### src/rtl/maze_pkg.sv
// Shared maze types: move encoding and replayer state, used by the solver,
// the Stack/Queue and the path replayer.
package maze_pkg;
  typedef logic [1:0] move_t;

  localparam move_t MV_E = 2'b00;  // x+1
  localparam move_t MV_S = 2'b01;  // y+1
  localparam move_t MV_W = 2'b10;  // x-1
  localparam move_t MV_N = 2'b11;  // y-1

  typedef enum logic [1:0] {
    ST_IDLE,
    ST_STEP,
    ST_DONE,
    ST_FAIL
  } rp_state_t;
endpackage

### src/rtl/pos_step.sv
// Combinational next position for one move, plus an out-of-bounds flag taken
// from the carry/borrow bit of a one-bit-wider result.
module pos_step
  import maze_pkg::*;
#(
  parameter int X_W = 4,
  parameter int Y_W = 4
) (
  input  logic [X_W-1:0] x,
  input  logic [Y_W-1:0] y,
  input  move_t          mv,
  output logic [X_W-1:0] nx,
  output logic [Y_W-1:0] ny,
  output logic           oob
);
  logic [X_W:0] xe;
  logic [Y_W:0] ye;

  // widened add/subtract; the top bit is set on overflow or underflow
  always_comb begin
    xe = {1'b0, x};
    ye = {1'b0, y};
    case (mv)
      MV_E: xe = {1'b0, x} + {{X_W{1'b0}}, 1'b1};
      MV_S: ye = {1'b0, y} + {{Y_W{1'b0}}, 1'b1};
      MV_W: xe = {1'b0, x} - {{X_W{1'b0}}, 1'b1};
      MV_N: ye = {1'b0, y} - {{Y_W{1'b0}}, 1'b1};
      default: ;
    endcase
    nx  = xe[X_W-1:0];
    ny  = ye[Y_W-1:0];
    oob = xe[X_W] | ye[Y_W];
  end
endmodule

### src/rtl/path_replayer.sv
// Path replayer: drains the solver's move Queue one move per step, tracks the
// (x, y) position from (0, 0) and ends in DONE (goal reached) or FAIL (left the
// grid, or ran out of moves short of the goal).
// Optional macro PATH_REPLAYER_PACE_EN: one pop every PACE cycles so the
// position trace stays visible; without it moves replay back-to-back.
module path_replayer
  import maze_pkg::*;
#(
  parameter int X_W    = 4,
  parameter int Y_W    = 4,
  parameter int GOAL_X = 15,
  parameter int GOAL_Y = 15,
  parameter int CNT_W  = 9,
  parameter int PACE   = 4
) (
  input  logic             clk,
  input  logic             rst,
  input  logic             run,
  input  logic             q_empty,
  input  move_t            q_data,
  output logic             q_pop,
  output move_t            move_out,
  output logic             move_valid,
  output logic [X_W-1:0]   pos_x,
  output logic [Y_W-1:0]   pos_y,
  output logic [CNT_W-1:0] step_cnt,
  output logic             busy,
  output logic             done,
  output logic             fail
);
  localparam logic [X_W-1:0]   GX      = X_W'(GOAL_X);
  localparam logic [Y_W-1:0]   GY      = Y_W'(GOAL_Y);
  localparam logic [CNT_W-1:0] CNT_MAX = '1;

  if (PACE < 1) begin : g_pace_range
    $error("path_replayer: PACE must be >= 1");
  end

  rp_state_t      state;
  logic           pace_tick;
  logic [X_W-1:0] nx;
  logic [Y_W-1:0] ny;
  logic           oob;
  logic           at_goal;

  pos_step #(.X_W(X_W), .Y_W(Y_W)) u_pos_step (
    .x   (pos_x),
    .y   (pos_y),
    .mv  (q_data),
    .nx  (nx),
    .ny  (ny),
    .oob (oob)
  );

  assign at_goal = (pos_x == GX) && (pos_y == GY);
  // state resets asynchronously, so the pop strobe drops with reset too
  assign busy    = (state == ST_STEP);
  assign q_pop   = busy & ~q_empty & pace_tick;

`ifdef PATH_REPLAYER_PACE_EN
  localparam int PC_W = (PACE > 1) ? $clog2(PACE) : 1;
  logic [PC_W-1:0] pace_cnt;

  assign pace_tick = (pace_cnt == '0);

  // held at zero outside STEP so the first move after run is not delayed
  always_ff @(posedge clk or negedge rst) begin
    if (!rst)                 pace_cnt <= '0;
    else if (!busy)           pace_cnt <= '0;
    else if (q_pop)           pace_cnt <= PC_W'(PACE - 1);
    else if (pace_cnt != '0)  pace_cnt <= pace_cnt - PC_W'(1);
  end
`else
  assign pace_tick = 1'b1;
`endif

  // replay FSM with registered position, counter, move stream and flags
  always_ff @(posedge clk or negedge rst) begin
    if (!rst) begin
      state      <= ST_IDLE;
      pos_x      <= '0;
      pos_y      <= '0;
      step_cnt   <= '0;
      move_out   <= MV_E;
      move_valid <= 1'b0;
      done       <= 1'b0;
      fail       <= 1'b0;
    end else begin
      move_valid <= 1'b0;
      case (state)
        ST_IDLE, ST_DONE, ST_FAIL: begin
          if (run) begin
            pos_x    <= '0;
            pos_y    <= '0;
            step_cnt <= '0;
            done     <= 1'b0;
            fail     <= 1'b0;
            state    <= ST_STEP;
          end
        end
        ST_STEP: begin
          if (q_empty) begin
            if (at_goal) begin
              state <= ST_DONE;
              done  <= 1'b1;
            end else begin
              state <= ST_FAIL;
              fail  <= 1'b1;
            end
          end else if (pace_tick) begin
            move_out   <= q_data;
            move_valid <= 1'b1;
            if (step_cnt != CNT_MAX) step_cnt <= step_cnt + CNT_W'(1);
            // an off-grid move is consumed and counted but never applied
            if (oob) begin
              state <= ST_FAIL;
              fail  <= 1'b1;
            end else begin
              pos_x <= nx;
              pos_y <= ny;
            end
          end
        end
        default: state <= ST_IDLE;
      endcase
    end
  end
endmodule
### config.mk
export PLATFORM = sky130hd
export DESIGN_NAME = path_replayer
export DESIGN_NICKNAME = d
export VERILOG_FILES = /design/src/rtl/maze_pkg.sv /design/src/rtl/pos_step.sv /design/src/rtl/path_replayer.sv
export SDC_FILE = /design/constraint.sdc
export NUM_CORES = 1
export LEC_CHECK = 0
export ABC_CLOCK_PERIOD_IN_PS = 2500
export CAP_MARGIN = 20
export CORE_MARGIN = 8
export CORE_UTILIZATION = 35
export DETAILED_ROUTE_END_ITERATION = 6
export SYNTH_ARGS = -nofsm -noshare
export SYNTH_HDL_FRONTEND = slang
export SYNTH_SLANG_ARGS = --single-unit
### constraint.sdc
create_clock -name clk -period 2.5 [get_ports clk]
set_input_delay 0.625 -clock clk [delete_from_list [all_inputs] [get_ports clk]]
set_output_delay 0.625 -clock clk [all_outputs]
set_load 0.1 [all_outputs]
# Word level (Yosys, flattened, before mapping)
# Cells that the tools add are included.
[totals] register_bits=24 inputBits=6 output_inout_bits=24 elab_cells=74
[classes] addsub=5 eq_ne=19 mux=28 n_bitwise=3 reduce_logical=11
[op_table] op="$mux 9" count=3
[op_table] op="$mux 4" count=5
[op_table] op="$pmux 5 s2" count=2
[op_table] op="$pmux 9 s2" count=1
[op_table] op="$pmux 4 s2" count=2
[op_table] op="$add 4x1->5 const B" count=2
[op_table] op="$sub 4x1->5 const B" count=2
[op_table] op="$add 9x1->9 const B" count=1
[op_table] op="$mux 1" count=9
[op_table] op="$ne 9x9->1 const B" count=1
[op_table] op="$reduce_and 3->1" count=3
[op_table] op="$eq 2x2->1 const B" count=4
[op_table] op="$eq 4x4->1 const B" count=2
[op_table] op="$ne 2x2->1 const B" count=4
[op_table] op="$reduce_and 4->1" count=2
[op_table] op="$mux 2" count=3
[op_table] op="$ne 3x1->1 const B" count=2
[op_table] op="$eq 2x1->1 const B" count=2
[op_table] op="$logic_not 2->1" count=2
[op_table] op="$ne 2x1->1 const B" count=2
[op_table] op="$pmux 1 s2" count=2
[op_table] op="$pmux 2 s2" count=1
[op_table] op="$reduce_and 2->1" count=2
[op_table] op="$ne 3x2->1 const B" count=1
[op_table] op="6 further kinds" count=6

# Longest topological paths before layout
[depth] depth_word=6 ltp_mapped=9

# Hierarchy
# A second synthesis with hierarchy kept.
[hier_totals] cells_unflattened=128 area_unflattened_um2=1340.0
[by_module_without_submodules] mod="path_replayer" instances=1 cells_per_inst=92 area_per_inst_um2=1054.8 seq_area_each_um2=600.6
[by_module_without_submodules] mod="pos_step" instances=1 cells_per_inst=36 area_per_inst_um2=285.3 seq_area_each_um2=0.0

# Worst setup path before layout
# OpenSTA, ideal clock, no wires.
[synth_path] path_kind="register to register" from="register state[1]" to="register pos_x[0]" setup_time_ps=171 t_arrival_ps=2800 t_required_ps=2329 slack_ps=-471 path_stages_with_launch=7 path_buffers=1 period_less_slack_ps=2971 cell_sequence="dfrtp_1 > nand2b_1 > buf_6 > nor2_1 > and4_4 > nor2_2 > mux2i_1"
[synth_between] elab_chain_cells=4 elab_cells_between_ends=11 classes_between="eq/ne: 7; mux: 1; reduce/logical: 3"
[synth_lines] element="start: declaration" line="path_replayer.sv:39" rtl="rp_state_t state;"
[synth_lines] element="start signal: assignment" line="path_replayer.sv:80" rtl="state <= ST_IDLE;"
[synth_lines] element="start signal: assignment" line="path_replayer.sv:98" rtl="state <= ST_STEP;"
[synth_lines] element="start signal: assignment" line="path_replayer.sv:104" rtl="state <= ST_DONE;"
[synth_lines] element="$eq 2x2->1 / $logic_not 2->1 (equally long branches)" line="path_replayer.sv:90" rtl="case (state)"
[synth_lines] element="$reduce_or 3->1" line="path_replayer.sv:90"
[synth_lines] element="$ne 2x2->1 (no source line)"
[synth_lines] element="$reduce_and 4->1 (no source line)"
[synth_lines] element="end signal: assignment" line="path_replayer.sv:119" rtl="pos_x <= nx;"
[synth_lines] element="end: declaration" line="path_replayer.sv:24" rtl="output logic [X_W-1:0] pos_x,"
# Parallel ways exist; a longest one is shown, timed or not.
# A chain may end at the register's enable or synchronous reset.

# Final worst setup path
[layout_path] from="input q_empty" to="output q_pop"
[layout_between] elab_chain_cells=2
[layout_lines] element="start: declaration" line="path_replayer.sv:19" rtl="input logic q_empty,"
[layout_lines] element="$not 1->1 (no source line)"
[layout_lines] element="$and 1x1->1" line="path_replayer.sv:58" rtl="assign q_pop = busy & ~q_empty & pace_tick;"
[layout_lines] element="end: declaration" line="path_replayer.sv:21" rtl="output logic q_pop,"
# Every way passes these cells.

==> results.sh <==
export IMPL_antenna_found_initial=0
export IMPL_drv_cap=0
export IMPL_synth_simple_gate_area_share_pct=23.0
export IMPL_pwr_share_seq_pct=37.7
export IMPL_numCtsBuffers=3
export IMPL_grt_max_degree=25
export IMPL_port_buffers=29
export IMPL_mostFrequentLayoutCells="35 x buf_4, 22 x dfrtp_1, 19 x nand2_1"
export IMPL_die_h_um=79.6
export IMPL_seqCellArea_um2=603
export IMPL_cts_tree="done"
export IMPL_cts_buffer_depth=2
export IMPL_wire_per_inst_um=14.4
export IMPL_grt_pass1_wl_um=5900
export IMPL_setup_viol=0
export IMPL_num_rows=23
export IMPL_fillers=388
export IMPL_startpoint_type="input pin"
export IMPL_grt_pass1_vias=1264
export IMPL_critPathRequiredTime_ns=1.88
export IMPL_timing_final_crit_share_pct=91.1
export IMPL_synthCells=143
export IMPL_synth_ff_type="dfrtp_1"
export IMPL_netlist_area_um2=1420
export IMPL_synth_compound_area_share_pct=9.80
export IMPL_clock_power_share_pct=21.1
export IMPL_hpwl_um=2630
export IMPL_synth_top_family_by_area="simple AND/OR/NAND/NOR gates"
export IMPL_r2r_slack_ns=0.39
export IMPL_finClkSkew_ns=0.00328
export IMPL_power_density_nw_per_um2=645
export IMPL_initial_utilization_pct=36.0
export IMPL_overflow=0
export IMPL_nNetsFinal=201
export IMPL_fin_ws_ns=0.224
export IMPL_cts_hold_buf=0
export IMPL_path_class="in2out"
export IMPL_switching_share_pct=43.1
export IMPL_async_reset_ff_share_pct=100
export IMPL_status="finished, final reports clean"
export IMPL_routabilityCongestion=0.810
export IMPL_via_per_inst=5.03
export IMPL_ys_warn_count=0
export IMPL_synthAdderAreaFrac_pct=7.86
export IMPL_synth_xor_area_share_pct=7.41
export IMPL_die_x_um=79.6
export IMPL_route_antenna_remaining_nets=0
export IMPL_grt_usage_pct=11.5
export IMPL_switchingPower_mw=0.526
export IMPL_cp_max_fo=6
export IMPL_dieArea_um2=6340
export IMPL_p_int_mw=0.695
export IMPL_finalHoldViolations=0
export IMPL_drc=0
export IMPL_pre_cts_slack_ns=-0.280
export IMPL_min_path_type="reg2reg"
export IMPL_syn_nets=157
export IMPL_finalCriticalPeriod_ns=2.28
export IMPL_first_pass_iters=4
export IMPL_synth_seq_area_share_pct=42.4
export IMPL_irDropWorstVdd_mv=0.455
export IMPL_crit_arrival_ns=1.65
export IMPL_synth_cell_types=33
export IMPL_comb_power_share_pct=41.2
export IMPL_layout_commonest_cell="buf_4"
export IMPL_wl_um=3390
export IMPL_clk_insertion_delay_late_ns=0.26
export IMPL_dr_first_iter_drc_count=54
export IMPL_hold_ws_ns=0.483
export IMPL_clockRootBuffer="clkbuf_8"
export IMPL_avgSynthCellArea_um2=9.91
export IMPL_via_count=1188
export IMPL_syn_to_final_growth_pct=33.6
export IMPL_critPathCaptureType="primary output"
export IMPL_cts_htree_levels=1
export IMPL_reg2regPathDepth=8
export IMPL_ys_ff_latch=24
export IMPL_timing_fmax_mhz=439
export IMPL_synth_edf_count=0
export IMPL_slew_violations=0
export IMPL_core_area_um2=3940
export IMPL_slew_headroom_pct=70.2
export IMPL_multi_input_area_um2=793
export IMPL_diodes=0
export IMPL_tightest_slew_ns=0.446
export IMPL_min_path_cells=1
export IMPL_rsz0062_at_grt="no"
export IMPL_muxShareOfSynthArea_pct=6.62
export IMPL_ios=30
export IMPL_power_leakage_nw=0.950
export IMPL_drive_gt1_share_pct=31.7
export IMPL_cts_sinks=24
export IMPL_clkSlewWorstSetupHoldPaths_ns=0.08
## metrics by stage
stage | power [mW] | area (µm²) | utilization [%] | TNS (ns) | cells
finish | 1.22 | 1890 | 48.0 | 0 | 236
global route | 1.29 | 1890 | 48.0 | 0 | 236
CTS | 1.24 | 1870 | 47.5 | -0.0396 | 236
detailed placement | 0.975 | 1820 | 46.1 | -2.29 | 232
global placement | 0.970 | 1820 | 46.1 | -1.88 | 232
floorplan | 0.832 | 1420 | - | 0 | 143
## Yosys cell counts (3+ instances only)
master	number	area share, %
dfrtp_1	24	42
nand2_1	19	5.0
nor2_1	15	4.0
a21oi_1	9	3.2
ha_1	8	7.1
o21ai_0	7	2.5
xor2_1	7	4.3
inv_1	6	1.6
mux2i_1	6	4.2
nand4_1	5	2.2
xnor2_1	5	3.1
mux2_2	3	2.4
nand3_1	3	1.1
## cell type report
cell class / count / share of cell area, %
clock buffer: 4 / 2.91
timing repair buffer: 42 / 18.9
multi-input combinational: 110 / 41.9
inverter: 6 / 1.19
tap: 50 / 3.30
sequential: 24 / 31.8
## per-layer routing
metal,global-route usage [%],up-vias,share of wire (%)
li1,-,586,-
met5,0,-,0
met3,3.15,6,6.7
met2,19.3,30,46
met4,3.70,0,1.3
met1,13.8,566,46
## registers in the layout (all words and copies together), names as in the netlist
register	cells
move_out	2
fail	1
move_valid	1
state	2
done	1
pos_y	4
pos_x	4
step_cnt	9
## power groups by stage
stage	clock [mW]	combinational (mW)	sequential [mW]
after floorplan	0	0.138	0.694
after global placement	0	0.502	0.467
after detailed placement	0	0.506	0.469
after CTS	0.272	0.507	0.462
after global routing	0.290	0.530	0.468
final	0.258	0.503	0.461
## critical path: stages
cell,delay [ns]
clkdlybuf4s50_1,0.56
nor2_2,0.26
buf_12,0.20
## final timing paths
path	start	to
max in group asynchronous	rst	step_cnt[1]
min in group asynchronous	rst	pos_y[1]
max reg2reg	step_cnt[0]	step_cnt[3]
max	q_empty	q_pop
min reg2reg	done	done
min	done	done
## repair_timing
item,CTS,global route
gates resized for setup,0,5
pin swaps,0,3
endpoints found under the hold margin,0,0
setup endpoints to repair,5,10
buffers inserted,0,0
## cell families after synthesis
kind of cell	Yosys count
buffers and inverters	9
XOR/XNOR	12
adder cells (fa/ha/maj)	9
multiplexers	9
AO/OA/AOI/OAI	22
AND/OR/NAND/NOR	58
flip-flops	24
Power figures use the tool's default switching activity.
